### config.mk
export PLATFORM = sky130hd
export DESIGN_NAME = logic_unit_sched
export DESIGN_NICKNAME = d
export VERILOG_FILES = /design/src/rtl/logic_unit_sched_pkg.sv /design/src/rtl/logic_unit_sched_rr_arbiter.sv /design/src/rtl/logic_unit_sched.sv
export SDC_FILE = /design/constraint.sdc
export NUM_CORES = 1
export LEC_CHECK = 0
export CORE_AREA = 4 4 113 115
export DETAILED_ROUTE_END_ITERATION = 8
export DIE_AREA = 0 0 117 119
export PLACE_DENSITY = 0.82
export SYNTH_ARGS = -nofsm -noshare
export SYNTH_HDL_FRONTEND = slang
export SYNTH_HIERARCHICAL = 1
export SYNTH_SLANG_ARGS = --single-unit
### constraint.sdc
create_clock -name clk -period 3.6 [get_ports clk]
set_clock_uncertainty 0.05 [all_clocks]
set_input_delay 0.72 -clock clk [delete_from_list [all_inputs] [get_ports clk]]
set_output_delay 0.72 -clock clk [all_outputs]
set_load 0.01 [all_outputs]
### src/rtl/logic_unit_sched_pkg.sv
// Opcode constants and scheduler state encoding shared by the logic unit scheduler.
package logic_unit_sched_pkg;

    localparam logic [1:0] OP_NAND = 2'b00;
    localparam logic [1:0] OP_NOR  = 2'b01;
    localparam logic [1:0] OP_XOR  = 2'b10;
    localparam logic [1:0] OP_NOT  = 2'b11;

    typedef enum logic [1:0] {
        SYNC      = 2'b00,
        IDLE      = 2'b01,
        ISSUE     = 2'b10,
        WAIT_DONE = 2'b11
    } sched_state_t;

endpackage

### src/rtl/logic_unit_sched_rr_arbiter.sv
// Combinational round-robin picker: search starts one past i_ptr and wraps modulo N.
// Produces a one-hot grant and the winner index; no grant while i_en is low.
module rr_arbiter #(
    parameter  int N  = 4,
    localparam int IW = (N > 1) ? $clog2(N) : 1
) (
    input  logic [N-1:0]  i_req,
    input  logic [IW-1:0] i_ptr,
    input  logic          i_en,
    output logic [N-1:0]  o_gnt,
    output logic [IW-1:0] o_idx
);

    logic          w_found;
    logic [IW-1:0] w_cand;

    always_comb begin
        o_gnt   = '0;
        o_idx   = '0;
        w_found = 1'b0;
        w_cand  = '0;
        for (int k = 1; k <= N; k++) begin
            w_cand = IW'((int'(i_ptr) + k) % N);
            if (i_en && !w_found && i_req[w_cand]) begin
                w_found       = 1'b1;
                o_gnt[w_cand] = 1'b1;
                o_idx         = w_cand;
            end
        end
    end

endmodule

### src/rtl/logic_unit_sched.sv
// Round-robin scheduler sharing one multi-cycle logic unit; all outputs registered.
// Nominal: lu_cs one cycle after req, done five cycles after lu_cs; abort with err after TIMEOUT.
module logic_unit_sched
    import logic_unit_sched_pkg::*;
#(
    parameter int NUM_REQ = 4,
    parameter int WIDTH   = 16,
    parameter int TIMEOUT = 15
) (
    input  logic                     clk,
    input  logic                     rst,
    input  logic [NUM_REQ-1:0]       req,
    input  logic [2*NUM_REQ-1:0]     req_sel,
    input  logic [WIDTH*NUM_REQ-1:0] req_a,
    input  logic [WIDTH*NUM_REQ-1:0] req_b,
    output logic [NUM_REQ-1:0]       grant,
    output logic [NUM_REQ-1:0]       done,
    output logic [WIDTH-1:0]         rsp_result,
    output logic                     err,
    output logic                     lu_cs,
    output logic [1:0]               lu_sel,
    output logic [WIDTH-1:0]         lu_a,
    output logic [WIDTH-1:0]         lu_b,
    input  logic [WIDTH-1:0]         lu_result,
    input  logic                     lu_ready
);

    localparam int PW = $clog2(NUM_REQ);
    localparam int TW = $clog2(TIMEOUT + 1);

    sched_state_t       r_state, w_state_nxt;
    logic [NUM_REQ-1:0] r_grant, w_grant_nxt;
    logic [NUM_REQ-1:0] r_done, w_done_nxt;
    logic               r_err, w_err_nxt;
    logic [WIDTH-1:0]   r_result, w_result_nxt;
    logic               r_cs, w_cs_nxt;
    logic [1:0]         r_sel, w_sel_nxt;
    logic [WIDTH-1:0]   r_a, w_a_nxt;
    logic [WIDTH-1:0]   r_b, w_b_nxt;
    logic [PW-1:0]      r_ptr, w_ptr_nxt;
    logic [TW-1:0]      r_timer, w_timer_nxt;

    logic [NUM_REQ-1:0] w_arb_gnt;
    logic [PW-1:0]      w_arb_idx;
    logic               w_arb_en;
    logic               w_expired;
    logic               w_abort;

    // No grant during the done cycle, so a requester still holding req is seen afresh afterwards.
    assign w_arb_en  = (r_state == IDLE) && (r_done == '0);
    assign w_expired = (r_timer == TW'(TIMEOUT - 1));

    rr_arbiter #(.N(NUM_REQ)) u_arb (
        .i_req (req),
        .i_ptr (r_ptr),
        .i_en  (w_arb_en),
        .o_gnt (w_arb_gnt),
        .o_idx (w_arb_idx)
    );

    always_comb begin
        w_state_nxt  = r_state;
        w_grant_nxt  = r_grant;
        w_done_nxt   = '0;
        w_err_nxt    = 1'b0;
        w_result_nxt = '0;
        w_cs_nxt     = r_cs;
        w_sel_nxt    = r_sel;
        w_a_nxt      = r_a;
        w_b_nxt      = r_b;
        w_ptr_nxt    = r_ptr;
        w_timer_nxt  = r_timer;
        w_abort      = 1'b0;
        unique case (r_state)
            SYNC: begin
                if (lu_ready) w_state_nxt = IDLE;
            end
            IDLE: begin
                if (w_arb_gnt != '0) begin
                    for (int i = 0; i < NUM_REQ; i++) begin
                        if (w_arb_gnt[i]) begin
                            w_sel_nxt = req_sel[2*i +: 2];
                            w_a_nxt   = req_a[WIDTH*i +: WIDTH];
                            w_b_nxt   = req_b[WIDTH*i +: WIDTH];
                        end
                    end
                    w_grant_nxt = w_arb_gnt;
                    w_ptr_nxt   = w_arb_idx;
                    w_cs_nxt    = 1'b1;
                    w_timer_nxt = '0;
                    w_state_nxt = ISSUE;
                end
            end
            ISSUE: begin
                if (!lu_ready) begin
                    w_cs_nxt    = 1'b0;
                    w_timer_nxt = '0;
                    w_state_nxt = WAIT_DONE;
                end else if (w_expired) begin
                    w_abort = 1'b1;
                end else begin
                    w_timer_nxt = r_timer + 1'b1;
                end
            end
            WAIT_DONE: begin
                // lu_result is only trusted on this edge; it floats while the unit is busy.
                if (lu_ready) begin
                    w_result_nxt = lu_result;
                    w_done_nxt   = r_grant;
                    w_grant_nxt  = '0;
                    w_state_nxt  = IDLE;
                end else if (w_expired) begin
                    w_abort = 1'b1;
                end else begin
                    w_timer_nxt = r_timer + 1'b1;
                end
            end
            default: w_state_nxt = SYNC;
        endcase
        if (w_abort) begin
            w_done_nxt   = r_grant;
            w_err_nxt    = 1'b1;
            w_result_nxt = '0;
            w_cs_nxt     = 1'b0;
            w_grant_nxt  = '0;
            w_state_nxt  = SYNC;
        end
    end

    always_ff @(posedge clk or posedge rst) begin
        if (rst) begin
            r_state  <= SYNC;
            r_grant  <= '0;
            r_done   <= '0;
            r_err    <= 1'b0;
            r_result <= '0;
            r_cs     <= 1'b0;
            r_sel    <= '0;
            r_a      <= '0;
            r_b      <= '0;
            r_ptr    <= PW'(NUM_REQ - 1);
            r_timer  <= '0;
        end else begin
            r_state  <= w_state_nxt;
            r_grant  <= w_grant_nxt;
            r_done   <= w_done_nxt;
            r_err    <= w_err_nxt;
            r_result <= w_result_nxt;
            r_cs     <= w_cs_nxt;
            r_sel    <= w_sel_nxt;
            r_a      <= w_a_nxt;
            r_b      <= w_b_nxt;
            r_ptr    <= w_ptr_nxt;
            r_timer  <= w_timer_nxt;
        end
    end

    assign grant      = r_grant;
    assign done       = r_done;
    assign err        = r_err;
    assign rsp_result = r_result;
    assign lu_cs      = r_cs;
    assign lu_sel     = r_sel;
    assign lu_a       = r_a;
    assign lu_b       = r_b;

endmodule

# Yosys cells after proc, flatten, opt, wreduce, memory -nomap -nowiden
# Cells that the tools add are included.
# W data, S select, Z words.
# classes
magnitude_cmp	8
muxes	68
n_reduce_logical	27
n_bitwise	3
n_eq_ne	10
n_addsub	5
# ops
cell	count
$mux W16	11
$mux W4	14
$mux W2	12
$mux W1	18
$logic_and A1 B1 Y1	12
$lt A2 B3 Y1 const B	4
$or A4 B4 Y4	3
$pmux W4 S3	1
$reduce_and A3 Y1	4
$reduce_bool A3 Y1	3
$bmux W1 S2	4
$demux W1 S2	4
$ge A2 B1 Y1 const B	4
$pmux W4 S2	1
$ne A3 B3 Y1 const B	2
$pmux W2 S3	1
$add A2 B1 Y2 const B	2
$add A2 B2 Y2 const B	2
$add A4 B1 Y4 const B	1
$eq A2 B2 Y1 const B	2
$eq A4 B4 Y1 const B	1
$logic_not A4 Y1	1
$pmux W1 S2	2
$reduce_bool A4 Y1	1
other kinds (9)	11
# totals
elab_cells	132
output_inout_bits	60
in_bits	159
regBits	68

# Longest topological paths before layout
# Gate-level depths: netlist of run 1.
# logic_depth
ltp_word	21
ltp_mapped	15
mapped_depth_nobuf	10

# By module
# The synthesis of run 1 kept the hierarchy.
# modules_own_cells
mod	area_per_inst_um2	cells_each	seq_area_each_um2	n_inst
logic_unit_sched	3742.3	389	1704.1	1
rr_arbiter	446.7	48	0.0	1

# Worst setup path before layout of run 1
# Ideal clock, no wire load.
# synth_path
path_type	reg2reg
startpoint	reg r_ptr[0]
endpoint	reg r_ptr[0]
path_slack_ps	261
arrival_time_ps	3207
setup_ps	82
t_required_ps	3468
path_buffers	4
stages_incl_launch_ff	13
synth_period_minus_slack_ps	3339
path_cell_list	dfstp_2 > buf_6 > inv_1 > ha_1 > mux4_2 > and3_1 > a221o_1 > buf_4 > nor4_4 > nand2b_1 > buf_4 > buf_4 > mux2_2
# synth_via
elab_chain_cells	19
word_cells_on_any_way	58
cone_classes	add/sub (4); order compare (8); mux (27); bitwise (3); reduce/logical (16)
# synth_lines
item	line_no	source
start, declared	logic_unit_sched.sv:40	logic [PW-1:0] r_ptr, w_ptr_nxt;
start signal, assigned	logic_unit_sched.sv:141	r_ptr <= PW'(NUM_REQ - 1);
start signal, assigned	logic_unit_sched.sv:153	r_ptr <= w_ptr_nxt;
branches (longest 16 deep; another with $lt A2 B3 Y1)	n/a	
$mux W4 (*)	logic_unit_sched_rr_arbiter.sv:24	if (i_en && !w_found && i_req[w_cand]) begin
named net w_arb_gnt[1]	logic_unit_sched.sv:43	logic [NUM_REQ-1:0] w_arb_gnt;
$reduce_bool A4 Y1 (no source line) (*)	n/a	
$reduce_and A2 Y1 (no source line) (*)	n/a	
# Mark *: on every way through the listed nets, which the timed path passes. The select of a mux whose other input is x is not followed.
# A chain may end at the register's enable or synchronous reset.

# Worst setup path after layout of run 1
# layout_path
startpoint	reg r_ptr[1]
endpoint	reg r_timer[1]
# layout_via
elab_chain_cells	20
word_cells_on_any_way	55
cone_classes	add/sub (4); order compare (8); eq/ne (1); mux (23); bitwise (3); reduce/logical (16)
# layout_lines
item	line_no	source
branches (longest 16 deep; another with $lt A2 B3 Y1)	n/a	
$mux W4 (*)	logic_unit_sched_rr_arbiter.sv:24	
named net w_arb_gnt[0]	logic_unit_sched.sv:43	
$reduce_bool A4 Y1 (no source line) (*)	n/a	
$ne A2 B1 Y1 (no source line) (*)	n/a	
$reduce_and A3 Y1 (no source line) (*)	n/a	
end signal, assigned	logic_unit_sched.sv:154	r_timer <= w_timer_nxt;
end, declared	logic_unit_sched.sv:41	logic [TW-1:0] r_timer, w_timer_nxt;
# Marked as above.

==> reports/results.txt, run 1 <==
In the final design database the tool counted 822 nets. The shortest clock period the worst path allows after layout is 3.510 ns, and the via count of the first global-routing pass is 4057. The number of warnings reported in the yosys synthesis log was 6. In the global route stage, overall resource usage came out at 17.74%. TritonCTS built the clock tree. The worst setup path is of the reg2reg kind. Number of DRC markers after the initial detailed-route iteration: 183. The static leakage was 0.002734 µW.

The count of fill cells added during filler insertion was 981; the final cell count without fillers was 800. The total power density per cell area came out at 657.2 nW/µm². The upper clock frequency limit was 0.2849 GHz.

The tree is rooted in a clkbuf_16. The tools report the die outline area as 13920 µm². The type of element launching the critical path is a flip-flop. In the final layout, the multi-input gates occupy 2316 µm². For the pin with the worst max-slew slack, the measured transition is 0.6963 ns. The later pin in the worst-skew pair is clocked with a latency of 0.32 ns. The arrival time of the worst setup path was 3.66 ns; the gate count of the mapped netlist was 437.

VDD sags by at most 378.3 µV. The distinct cell type count of the synthesized netlist was 42; the number of placed cells counting well taps was 782. In the final layout, the share of cells above drive strength 1 is 8.116%. The flow ran to the end, and the final reports show no timing, DRC or antenna violations. The maximum fanout encountered on the critical timing path was 8; the clock share of power was 18.9%.

For this run, design rule violations remaining after detail routing come to 0. The tools report the number of antenna violations at the first check in global routing as 0. In the final routed layout, each cell accounts on average for 16.68 µm. The logic gate share of total power was 54.4%; the number of I/O port buffers was 218. The top cell types in the final layout, fill and taps aside, are clkdlybuf4s50_1 (218), nand2_1 (79), o21ai_0 (74), mux2i_1 (72), dfrtp_1 (66).

The worst setup path is captured at a flip-flop. In this run, CTS created clock tree buffers numbering 9. Routability-driven placement finished with a final weighted congestion of 0.8308. The number of max-slew violations in the final report is 0, and the wire length of the first global-routing pass is 19810 µm. Setup violations remaining at the end of the flow were counted as 0. The number of buffers inserted by hold repair at cts is 0, and the largest net degree at the start of global routing is 70. The die is 119 µm tall.

The longest clock path from root to sink contains 2 buffers. The tools report the hold violation count in the final report as 0. Most common cell after layout, fill and taps aside: clkdlybuf4s50_1.

Clock-pin slew was measured on the worst setup and hold paths at 0.05 ns. From left edge to right edge, the die measures 117 µm. 0 antenna diodes ended up in the layout. For the boundary pin count, the log shows 219.

After global routing the overflow that remains totals 0. Of the total power, registers draw 26.7%. For the post-synthesis net count, the log shows 610.

After synthesis, the mean cell area works out to 9.586 µm². The type of the worst min-delay path is reg2reg. Counting flops and latches in the post-synthesis netlist gives 68.

For the first-pass iteration count of the detailed router, the log shows 4. Detailed placement finished with a half-perimeter wire length of 10240 µm. The number of vias in the routed layout is 4062.

The depth of the CTS H-tree came out at 3. The run gives 53.52% as the worst-case headroom to the max-slew limit. The via density per instance was 5.078; the post-synth design cell area was 4189 µm². Setup repair after global routing could not meet its margin everywhere.

The internal power contribution was 2827 µW; the count of nets left with antenna violations after detail routing was 0. The clock drives 68 sinks. The hold slack is 0.4278 ns. The final core utilization was 58.19%. The final layout contains routed wiring with a total length of 13340 µm. In this run the power spent charging and discharging nets is 1690 µW. The layout overhead on the synthesized area came out at 64.07%. The floorplan has 40 rows. Once the floorplan was initialized, standard cells occupied 35.47% of the core. Of the available clock period, the critical path in the final layout requires 97.50%. Required time at the worst-slack endpoint: 3.75 ns. The area used by sequential logic in the layout came out at 1704 µm². In this run switching power makes up 37.42% of total power. The core outline area is 11810 µm².

The count of max-cap constraint violations is 0, and the share of the yosys chip area belonging to registers is 40.68%.
## registers in the layout (all words and copies together), names as in the netlist, 4 cells and up
signal	flops
lu_a	16
lu_b	16
rsp_result	16
done	4
grant	4
r_timer	4
## synthesized netlist by cell type
| master | number | area, µm² |
|---|---|---|
| nand2b_1 | 2 | 12.51 |
| mux2_2 | 4 | 45.04 |
| dfrtp_1 | 66 | 1652 |
| a21boi_0 | 4 | 30.03 |
| mux4_2 | 4 | 90.09 |
| nor2_1 | 10 | 37.54 |
| or3b_2 | 1 | 8.760 |
| o41a_1 | 1 | 11.26 |
| a221oi_1 | 1 | 8.760 |
| buf_2 | 10 | 50.05 |
| a21oi_1 | 7 | 35.03 |
| inv_1 | 7 | 26.28 |
| a41oi_1 | 1 | 8.760 |
| and3_1 | 2 | 12.51 |
| o21ai_0 | 74 | 370.4 |
| nor2_2 | 2 | 12.51 |
| o21ai_1 | 1 | 5.000 |
| buf_1 | 4 | 15.01 |
| nor3_1 | 1 | 5.000 |
| a32o_2 | 1 | 11.26 |
| a22o_1 | 5 | 43.79 |
| clkbuf_1 | 7 | 26.28 |
| a221o_1 | 4 | 40.04 |
| and2_1 | 20 | 125.1 |
| nand3_4 | 1 | 17.52 |
| and3_4 | 1 | 11.26 |
| a31o_2 | 3 | 26.28 |
| nand4_1 | 1 | 6.260 |
| nor4_4 | 1 | 21.27 |
| nand3b_1 | 4 | 30.03 |
| clkbuf_2 | 2 | 10.01 |
| nand2_1 | 79 | 296.5 |
| dfstp_2 | 2 | 52.55 |
| ha_1 | 14 | 175.2 |
| mux2i_1 | 72 | 720.7 |
| buf_6 | 2 | 22.52 |
| buf_4 | 4 | 30.03 |
| o31ai_1 | 4 | 30.03 |
| nor2b_1 | 3 | 18.77 |
| and4_2 | 1 | 10.01 |
| a31oi_1 | 2 | 12.51 |
| o21bai_1 | 2 | 15.01 |
## power groups by stage
stage | clock [µW] | combinational, µW | sequential (µW)
floorplan | 0 | 1320 | 1290
global placement | 0 | 2320 | 1200
detailed placement | 0 | 2410 | 1220
CTS | 875 | 2420 | 1210
global route | 917 | 2680 | 1240
finish | 852 | 2460 | 1210
## stage by stage
stage | cell area [µm²] | power [µW] | TNS (ns) | setup WS (ns)
3_5_place_dp | 6538 | 3632 | -3.068 | -0.1094
3_3_place_gp | 6538 | 3523 | 0 | 0.02021
5_1_grt | 6873 | 4836 | -0.04145 | -0.02264
6_report | 6873 | 4517 | 0 | 0.09010
4_1_cts | 6828 | 4504 | 0 | 0.04093
2_1_floorplan | 4189 | 2615 | 0 | 0.2611
## critical path: stages (launching register included)
cell and delay (ns):
dfstp_2 0.63, inv_1 0.15, ha_1 0.38, mux4_2 0.38, buf_4 0.19, buf_4 0.13, nand3b_1 0.15, a21boi_0 0.20
a221o_1 0.26, nor4_4 0.08, a221oi_1 0.42, mux2_2 0.38
## final cells by class
cell class / count / area share [%]
clock inverter: 6 / 0.9467
timing repair buffer: 230 / 34.23
multi-input combinational: 333 / 33.70
inverter: 7 / 0.3823
tap: 147 / 2.676
clock buffer: 9 / 3.277
sequential: 68 / 24.80
## path summary, 6_finish.rpt
path	slack [ns]	start	to	depth (start not counted)
min in group asynchronous	0.78	rst	rsp_result[5]	2
hold reg to reg	0.43	lu_b[6]	lu_b[6]	2
max in group asynchronous	2.07	rst	lu_b[8]	3
setup / recovery	0.09	r_ptr[1]	r_timer[1]	11
hold / removal	0.43	lu_b[6]	lu_b[6]	2
setup reg to reg	0.09	r_ptr[1]	r_timer[1]	11
## cells by family (layout without fill, tap and decap cells)
| group | after synthesis | count (layout) | share of synthesized area [%] |
|---|---|---|---|
| AOI/OAI and AO/OA | 110 | 110 | 15.47 |
| adders and majority gates | 14 | 14 | 4.182 |
| buffers and inverters | 36 | 252 | 4.301 |
| DFF | 68 | 68 | 40.68 |
| muxes | 80 | 80 | 20.43 |
| and+or+nand+nor | 129 | 129 | 14.93 |
## timing repair
item	4_1_cts	5_1_grt
setup endpoints to repair	0	34
gates resized for setup	0	1
buffers inserted	0	2
## per-layer routing
metal	global-route usage (%)	wire [µm]
met5	0	0
met3	5.234	1381
met4	4.158	137
met1	20.40	5099
met2	31.90	6726
No activity file was read; power rests on OpenSTA's default activity.
==> run 2, diff against run 1 <==
CTS_BUF_LIST = sky130_fd_sc_hd__clkbuf_8 sky130_fd_sc_hd__clkbuf_16   (was unset)
==> results of run 2 <==
No change in the layout: final DEF, timing and power equal those of run 1.
==> run 3, diff against run 2 <==
SETUP_SLACK_MARGIN = 0.05   (was unset)
==> reports/results.txt, run 3 (synthesized netlist as in run 1, its figures left out) <==
The shortest clock period the worst path allows after layout works out to 3.394 ns (was 3.510 ns). Count of clock tree sinks: 68 (unchanged). The tools report the number of standard-cell rows in the floorplan as 40 (unchanged). The routed length per instance is 16.62 µm (was 16.68 µm), and the via density per instance is 5.066 (was 5.078). The flow ran to the end, and the final reports show no timing, DRC or antenna violations.

The switching power as a share of total power came out at 37.40% (was 37.42%). The tools report the largest net degree at the start of global routing as 70 (unchanged). For the number of placed cells counting well taps, the log shows 782 (unchanged). The count of unresolved DRC violations after routing was 0 (unchanged); the wire length of the first global-routing pass was 19850 µm (was 19810 µm).

Clock edge transition at the registers on the reported setup and hold paths: 0.05 ns (about the same). Count of nets left with antenna violations after detail routing: 0 (unchanged). The tools report the static leakage as 0.002734 µW (about the same). The hold violation count in the final report was 0 (unchanged); the number of antenna violations at the first check in global routing was 0 (unchanged).

Total clock buffers created by CTS: 9 (unchanged). The tools report the worst setup margin as 0.2058 ns (was 0.09010 ns). Most frequent cells in the layout: clkdlybuf4s50_1 (218), nand2_1 (79), o21ai_0 (74), mux2i_1 (72), dfrtp_1 (66) (unchanged).

The arrival time of the worst setup path was 3.54 ns (was 3.66 ns). TritonCTS built the clock tree. The internal power contribution is 2825 µW (was 2827 µW), and the total power density per cell area is 656.7 nW/µm² (was 657.2 nW/µm²).

The run gives 0.8308 (unchanged) as the routability congestion estimate from global placement. The number of endpoints failing setup at the final stage is 0 (unchanged), and the vertical extent of the die is 119 µm (unchanged). The fraction of layout cells with a size suffix above 1 was 8.116% (unchanged). The combined global-route utilization of all metal layers came out at 17.78% (was 17.74%). The layout overhead on the synthesized area was 64.07% (unchanged); the clock share of power was 18.9% (about the same). The die outline area came out at 13920 µm² (unchanged). The most common cell after layout, fill and taps aside was clkdlybuf4s50_1 (unchanged). The type of the setup path with the least slack is reg2reg (unchanged).

The via count of the first global-routing pass came out at 4072 (was 4057). Transition time of the tightest slew-check pin: 0.6918 ns (was 0.6963 ns). The number of DRC markers after the initial detailed-route iteration is 194 (was 183), and the sequential group share of total power is 26.7% (about the same). Layout net count: 822 (unchanged). For the detailed placer's ending HPWL, the log shows 10240 µm (unchanged).

The source-to-sink clock delay at the later pin of the worst-skew pair came out at 0.32 ns (about the same). The logs give 0.2946 GHz (was 0.2849 GHz) for the upper clock frequency limit and 35.47% (unchanged) for the effective utilization at floorplan. The switching power summed over all nets came out at 1688 µW (was 1690 µW). Maximum buffer depth of the clock tree: 2 (unchanged). The tools report the diode insertion count for antenna repair as 0 (unchanged). The tools report the number of vias in the routed layout as 4053 (was 4062).

The aggregate global routing overflow was 0 (unchanged). Type of element launching the critical path: a flip-flop (unchanged). The logs give 53.81% (was 53.52%) for the worst-case headroom to the max-slew limit and 4513 µW (was 4517 µW) for the overall power after layout.

Endpoint kind of the worst setup timing path: a flip-flop (unchanged). Setup repair after global routing left no endpoint under its margin. For the final cell count without fillers, the log shows 800 (unchanged). For the logic gate share of total power, the log shows 54.4% (about the same). The boundary pin count was 219 (unchanged); the maximum fanout encountered on the critical timing path was 34 (was 8). The first-pass iteration count of the detailed router is 4 (unchanged), and the maximum vdd ir drop is 376.4 µV (was 378.3 µV). Depth of the CTS H-tree: 3 (unchanged). For the setup slack after placement, the log shows -0.1094 ns (unchanged).

The total negative slack for setup checks is 0 ns (unchanged). The tools report the buffer cell driving the clock tree root as clkbuf_16 (unchanged). The tools report the count of max-cap constraint violations as 0 (unchanged).

The final wirelength is 13300 µm (was 13340 µm), and the required time at the worst-slack endpoint is 3.74 ns (was 3.75 ns). The core outline area is 11810 µm² (unchanged), and the number of I/O port buffers is 218 (unchanged). The run gives 0 (unchanged) as the number of buffers inserted by hold repair at cts.

The type of the worst min-delay path was reg2reg (unchanged). The share of the clock period used by the worst path after layout was 94.28% (was 97.50%). For the final core utilization, the log shows 58.19% (unchanged). Count of fill cells added during filler insertion: 980 (was 981). Die span in x: 117 µm (unchanged). For the number of max-slew violations in the final report, the log shows 0 (unchanged).
run 3: cell counts in the layout (fill, tap and decap cells not counted):
No cell type changed its count.
run 3: area by class of cell:
| type | count | area [µm²] | share of cell area [%] |
|---|---|---|---|
| repair buffers | 230 | 2352 | 34.23 |
| well taps | 147 | 183.9 | 2.676 |
| multi-input cells | 333 | 2316 | 33.70 |
| clock inverters | 6 | 65.06 | 0.9467 |
| inverters | 7 | 26.28 | 0.3823 |
| flip-flops and latches | 68 | 1704 | 24.80 |
| clock buffers | 9 | 225.2 | 3.277 |
run 3: stage by stage:
stage          area [µm²]  hold slack, ns
2_1_floorplan        4189          0.4422
3_3_place_gp         6538          0.4106
3_5_place_dp         6538          0.4233
4_1_cts              6843          0.4357
5_1_grt              6873          0.4477
6_report             6873          0.4278
run 3: what timing repair did:
item	CTS	global route
endpoints found under the setup margin	3	34
buffers inserted	2	0
resized for setup	0	1
pin swaps	0	1
gates cloned	0	1
run 3: worst paths after layout:
| check | endpoint | start | cells after the start | slack (ns) |
|---|---|---|---|---|
| setup reg to reg | lu_a[12] | r_ptr[1] | 9 | 0.21 |
| hold reg to reg | lu_b[6] | lu_b[6] | 2 | 0.43 |
| max in group asynchronous | lu_b[8] | rst | 3 | 2.07 |
| setup / recovery | lu_a[12] | r_ptr[1] | 9 | 0.21 |
| min in group asynchronous | rsp_result[5] | rst | 2 | 0.78 |
| hold / removal | lu_b[6] | lu_b[6] | 2 | 0.43 |
run 3: per-layer routing:
layer | vias up | share of wire [%] | wire [µm] | global-route usage (%)
met3 | 14 | 10 | 1327 | 5.285
met4 | 0 | 1.1 | 150 | 4.444
li1 | 1973 | - | - | -
met2 | 188 | 50 | 6688 | 31.90
met5 | - | 0 | 0 | 0
met1 | 1878 | 39 | 5129 | 20.37
run 3: power by group through the flow:
stage	Clock (µW)	Sequential, µW	Combinational, µW
2_1_floorplan	0	1290	1320
3_3_place_gp	0	1200	2320
3_5_place_dp	0	1220	2410
4_1_cts	875	1210	2440
5_1_grt	917	1240	2680
6_report	852	1210	2460
run 3: critical path, cell delays in order (launching register included):
cell and delay (ns):
dfstp_2 0.63, inv_1 0.14, ha_1 0.38, mux4_2 0.37, and3_1 0.25, a221o_2 0.45
nor4_4 0.41, nand2b_4 0.26, clkbuf_16 0.22, o21ai_0 0.11
